**src/rtl/fft_bitrev_reorder.sv**
```systemverilog
// fft_bitrev_reorder: converts the bit-reversed output stream of the FFT64
// core into natural bin order using a ping-pong (two-bank) buffer. Writes
// land at bit-reversed addresses of the write bank; the completed bank is
// then read out linearly, so back-to-back frames stream without stalls.
// Optional macro FFT_BITREV_REORDER_SOP_EN adds a do_sop output that marks bin 0.
module fft_bitrev_reorder #(
  parameter int WIDTH = 16,
  parameter int LOG2N = 6
) (
  input  logic             clock,
  input  logic             reset,
  input  logic             di_en,
  input  logic [WIDTH-1:0] di_re,
  input  logic [WIDTH-1:0] di_im,
  output logic             do_en,
  output logic [WIDTH-1:0] do_re,
  output logic [WIDTH-1:0] do_im
`ifdef FFT_BITREV_REORDER_SOP_EN
  ,
  output logic             do_sop
`endif
);

  localparam int N = 1 << LOG2N;
  localparam logic [LOG2N-1:0] LAST = '1;

  function automatic logic [LOG2N-1:0] bitrev(input logic [LOG2N-1:0] a);
    logic [LOG2N-1:0] r;
    for (int i = 0; i < LOG2N; i++) r[i] = a[LOG2N-1-i];
    return r;
  endfunction

  // Sample memory: address = {bank, index}, word = {re, im}. Not reset.
  logic [2*WIDTH-1:0] mem_q [0:2*N-1];

  logic [LOG2N-1:0] wr_cnt_q, wr_cnt_d;
  logic             wr_bank_q, wr_bank_d;
  logic             rd_active_q, rd_active_d;
  logic [LOG2N-1:0] rd_cnt_q, rd_cnt_d;
  logic             rd_bank_q, rd_bank_d;
  logic             do_en_q, do_en_d;
  logic [WIDTH-1:0] do_re_q, do_re_d;
  logic [WIDTH-1:0] do_im_q, do_im_d;
  logic             do_sop_q, do_sop_d;

  logic               frame_end;
  logic [2*WIDTH-1:0] rd_word;

  assign frame_end = di_en && (wr_cnt_q == LAST);
  assign rd_word   = mem_q[{rd_bank_q, rd_cnt_q}];

  // Store each accepted sample at its bit-reversed slot in the write bank.
  always_ff @(posedge clock) begin
    if (di_en) mem_q[{wr_bank_q, bitrev(wr_cnt_q)}] <= {di_re, di_im};
  end

  // Next-state for write counters, readout sequencing and output registers.
  always_comb begin
    wr_cnt_d    = wr_cnt_q;
    wr_bank_d   = wr_bank_q;
    rd_active_d = rd_active_q;
    rd_cnt_d    = rd_cnt_q;
    rd_bank_d   = rd_bank_q;
    do_en_d     = rd_active_q;
    do_re_d     = do_re_q;
    do_im_d     = do_im_q;
    do_sop_d    = rd_active_q && (rd_cnt_q == '0);

    if (di_en) begin
      wr_cnt_d = wr_cnt_q + 1'b1;
      if (frame_end) wr_bank_d = ~wr_bank_q;
    end

    if (rd_active_q) begin
      do_re_d  = rd_word[2*WIDTH-1:WIDTH];
      do_im_d  = rd_word[WIDTH-1:0];
      rd_cnt_d = rd_cnt_q + 1'b1;
      if (rd_cnt_q == LAST) rd_active_d = 1'b0;
    end

    // A completed frame (re)starts readout of the bank just filled; this
    // overrides the end-of-readout clear so back-to-back frames run gapless.
    if (frame_end) begin
      rd_active_d = 1'b1;
      rd_bank_d   = wr_bank_q;
      rd_cnt_d    = '0;
    end
  end

  // State registers; reset aborts both a partial input frame and any readout.
  always_ff @(posedge clock or posedge reset) begin
    if (reset) begin
      wr_cnt_q    <= '0;
      wr_bank_q   <= 1'b0;
      rd_active_q <= 1'b0;
      rd_cnt_q    <= '0;
      rd_bank_q   <= 1'b0;
      do_en_q     <= 1'b0;
      do_re_q     <= '0;
      do_im_q     <= '0;
      do_sop_q    <= 1'b0;
    end else begin
      wr_cnt_q    <= wr_cnt_d;
      wr_bank_q   <= wr_bank_d;
      rd_active_q <= rd_active_d;
      rd_cnt_q    <= rd_cnt_d;
      rd_bank_q   <= rd_bank_d;
      do_en_q     <= do_en_d;
      do_re_q     <= do_re_d;
      do_im_q     <= do_im_d;
      do_sop_q    <= do_sop_d;
    end
  end

  assign do_en = do_en_q;
  assign do_re = do_re_q;
  assign do_im = do_im_q;
`ifdef FFT_BITREV_REORDER_SOP_EN
  assign do_sop = do_sop_q;
`else
  logic unused_sop;
  assign unused_sop = do_sop_q;
`endif

endmodule

```
**config.mk**
```make
export PLATFORM = sky130hd
export DESIGN_NAME = fft_bitrev_reorder
export DESIGN_NICKNAME = d
export VERILOG_FILES = /design/src/rtl/fft_bitrev_reorder.sv
export SDC_FILE = /design/constraint.sdc
export NUM_CORES = 2
export LEC_CHECK = 0
export CAP_MARGIN = 20
export CORE_AREA = 2 2 682 684
export DETAILED_ROUTE_END_ITERATION = 12
export DIE_AREA = 0 0 684 686
export PLACE_DENSITY = 0.49
export SETUP_SLACK_MARGIN = 0.15
export SYNTH_ARGS = -nofsm -noshare
export SYNTH_HDL_FRONTEND = slang
export SYNTH_SLANG_ARGS = --single-unit
```
**constraint.sdc**
```tcl
create_clock -name clock -period 6.1 [get_ports clock]
set_input_delay 1.22 -clock clock [delete_from_list [all_inputs] [get_ports clock]]
set_output_delay 1.22 -clock clock [all_outputs]
set_load 0.05 [all_outputs]
```
==> reports/results.ini <==
[detailed_routing]
drcViolationCount = 0
drt-vias-per-instance = 5.50
dr.pass1.iters = 6
drt-total-wl_um = 495000
ant_nets = 0
post_drt_wl_per_cell_um = 33.6
drt_iter0_drc = 9861
dr_total_vias = 81000

[timing]
finalCritPeriodShare_pct = 79.6
timing.fmax_ghz = 0.206
finalClockSkew_ns = 0.0674
setup_viol = 0
maxSlewViolCount = 0
fin_crit_ns = 4.86
finalSetupTns_ns = 0
rsz0062_at_grt = false
final-hold-violation-count = 0
slew-limit-headroom_pct = 6.29
worstMarginPinSlew_ns = 1.41

[synthesis]
syn_area_per_cell_um2 = 20.9
synthTopCellsByArea = edfxtp_1 76%, mux4_2 7.6%, mux2i_1 5.9%, mux4_1 1.2%, dfrtp_1 0.75%
synth-edff-count = 4096
yosys.area.top_type = edfxtp_1
yosysSeqAreaShare_pct = 77.2
synth_warnings = 0
synth_nets = 7750
synth_compound_area_share_pct = 4.08
yosys.area_share.simple_pct = 1.52
ys_types = 75
synth_top_area_share_pct = 76.4
synth_mux_area_share_pct = 14.9
netlist_instances = 7713
synth.ff_latch_count = 4144
netlist_area_um2 = 161000
synthAdderAreaFrac_pct = 0.0155
synth_flop_cell = edfxtp_1
synthArstFlopShare_pct = 1.16
synth_top_family_by_area = multiplexers
synth-xor-area-share_pct = 0.0544

[floorplanning]
start_util_pct = 34.8
ios = 68
core_um2 = 462000
die_x_um = 684
die_h_um = 686
die-area_um2 = 469000
core.rowCount = 250

[clock_tree]
numCtsBuffers = 435
root_buffer = clkbuf_16
clock_path_buffers = 4
clkLatencyLatePin_ns = 1.01
cts_setup_buffers = 0
cts_tree = built
clk_pin_slew_worst_paths_ns = 0.07
clock-sinks = 4144
post_cts_resize_count = 0
h-tree-depth = 5
holdBufCountCts = 0

[place]
globalplace.congestion = 0.832
port_buffers = 67
post-dp-hpwl_um = 299000

[power]
p_leak_nw = 63.3
peakVddDrop_v = 0.000232
p_per_area_nw_per_um2 = 370
power_w = 0.0684

[worst_setup_path]
ff2ff_path_depth = 8
worstSetupStartpointType = flip-flop
path_max_fanout = 43
cp.arrival_ns = 5.66
startpoint = rd_cnt_q[2]
rr_startpoint = rd_cnt_q[2]
crit_required_ns = 6.91
worstSetupEndpointType = flip-flop
path_class = reg -> reg

[final_layout]
multiInputGateArea_um2 = 34100
nets = 8191
area_growth_pct = 14.8
drive_above_1_share_pct = 21.6
seq_area_um2 = 124000
fillerInstances = 41000

[grt]
gr-total-overflow = 0
grt_pass1_vias = 80100
track_usage_pct = 20.6
grt_pass1_wl_um = 676000
gr-usage-met3_pct = 2.89
grt_busiest_layer = met2
grtUsageMet2_pct = 33.4
grt_antenna_before_repair = 47
grt_start_max_net_pins = 129
grt_use_met1_pct = 29.2

[outcome]
outcome = completed

[worst_hold_path]
hp-start = di_im[7]
hold_depth = 1
hold_class = in -> reg

[job]
drv_cap = 0

==> layer usage <==
layer / routed length, µm / vias up
li1: - / 33200
met1: 211000 / 44000
met2: 235000 / 3234
met3: 33900 / 543
met4: 14500 / 0
met5: 0 / -
==> through the flow <==
step	util, %	cells	setup slack [ns]	hold WS (ns)	area (µm²)
finish	40.0	14700	1.24	0.474	185000
global route	40.0	14700	1.25	0.440	185000
CTS	40.0	14700	1.24	0.411	185000
detailed placement	36.9	13900	1.10	0.550	170000
global placement	36.8	13900	0.347	0.557	170000
floorplan	-	7713	1.54	0.477	161000
==> final cells by class <==
type	instances	share of cell area, %
antenna	25	0.0339
clock buffer	543	6.22
clock inverter	267	1.44
inverter	4	0.0108
multi-input combinational	3094	18.5
sequential	4144	67.3
tap	6174	4.18
timing repair buffer	475	2.40
==> cells in the mapped netlist (all sizes together) (4+ instances only) <==
| cell | number |
|---|---|
| edfxtp | 4096 |
| mux2i | 945 |
| mux4 | 614 |
| buf | 277 |
| nor2 | 201 |
| clkbuf | 191 |
| nand2 | 185 |
| a21oi | 166 |
| a22oi | 145 |
| o21ai | 120 |
| a221oi | 105 |
| o22ai | 92 |
| o221ai | 76 |
| a31oi | 59 |
| a211oi | 57 |
| dfrtp | 48 |
| nand3 | 47 |
| nor3 | 40 |
| mux2 | 31 |
| nor2b | 23 |
| a41oi | 22 |
| nand2b | 20 |
| a311oi | 17 |
| o311ai | 14 |
| or2 | 13 |
| a2111oi | 12 |
| a211o | 10 |
| a22o | 8 |
| o221a | 8 |
| o211ai | 6 |
| xnor2 | 6 |
| o32ai | 5 |
| nand4 | 4 |
| or4 | 4 |
| xor2 | 4 |
==> worst max-delay path, stage by stage, from the launching register on <==
cell and delay [ns]:
dfrtp_4 0.86, and2_4 0.69, buf_12 0.38, buf_4 0.32, a22oi_1 0.12, a41oi_1 0.50
o21ai_0 0.44, a2111oi_2 1.05, nor3_1 0.14
==> cells by family (layout without fill, tap and decap cells) <==
| kind of cell | Yosys count | count (layout) |
|---|---|---|
| and+or+nand+nor | 558 | 558 |
| muxes | 1590 | 1590 |
| other | 0 | 25 |
| xor gates and xnor gates | 10 | 10 |
| buffers and inverters | 475 | 1289 |
| DFF | 4144 | 4144 |
| adders and majority gates | 2 | 2 |
| AOI/OAI and AO/OA | 934 | 934 |
==> state kept, by name, indices dropped and copies added (netlist names) <==
signal / flops
wr_cnt_q: 6
rd_bank_q: 1
do_re: 16
mem_q: 4096
do_en_d: 1
wr_bank_q: 1
do_en: 1
do_im: 16
rd_cnt_q: 6
==> path summary, 6_finish.rpt <==
path	slack, ns	end
max in group asynchronous	4.10	rd_cnt_q[3]
min in group asynchronous	0.67	do_en
worst max register to register	1.24	do_im[12]
worst min-delay path	0.47	mem_q[119][7]
worst max-delay path	1.24	do_im[12]
worst min register to register	0.57	wr_cnt_q[2]
==> placed cells by master (no fill, tap or decap), drive strengths merged, types with 47 or more instances in the layout <==
| cell | netlist | final |
|---|---|---|
| a211oi | 57 | 57 |
| a21oi | 166 | 166 |
| a221oi | 105 | 105 |
| a22oi | 145 | 145 |
| a31oi | 59 | 59 |
| buf | 277 | 440 |
| clkbuf | 191 | 543 |
| clkinv | 1 | 197 |
| dfrtp | 48 | 48 |
| edfxtp | 4096 | 4096 |
| mux2i | 945 | 945 |
| mux4 | 614 | 614 |
| nand2 | 185 | 185 |
| nand3 | 47 | 47 |
| nor2 | 201 | 201 |
| o21ai | 120 | 120 |
| o221ai | 76 | 76 |
| o22ai | 92 | 92 |
==> power breakdown <==
part           leakage [nW]  total [W]  internal, W  switching (W)
Sequential             37.4     0.0325       0.0319       0.000571
Clock                  6.93     0.0264       0.0152         0.0112
Combinational          18.9    0.00952      0.00304        0.00648
Total                  63.3     0.0684       0.0502         0.0183
Note: power is estimated with default switching activity, not from simulation.
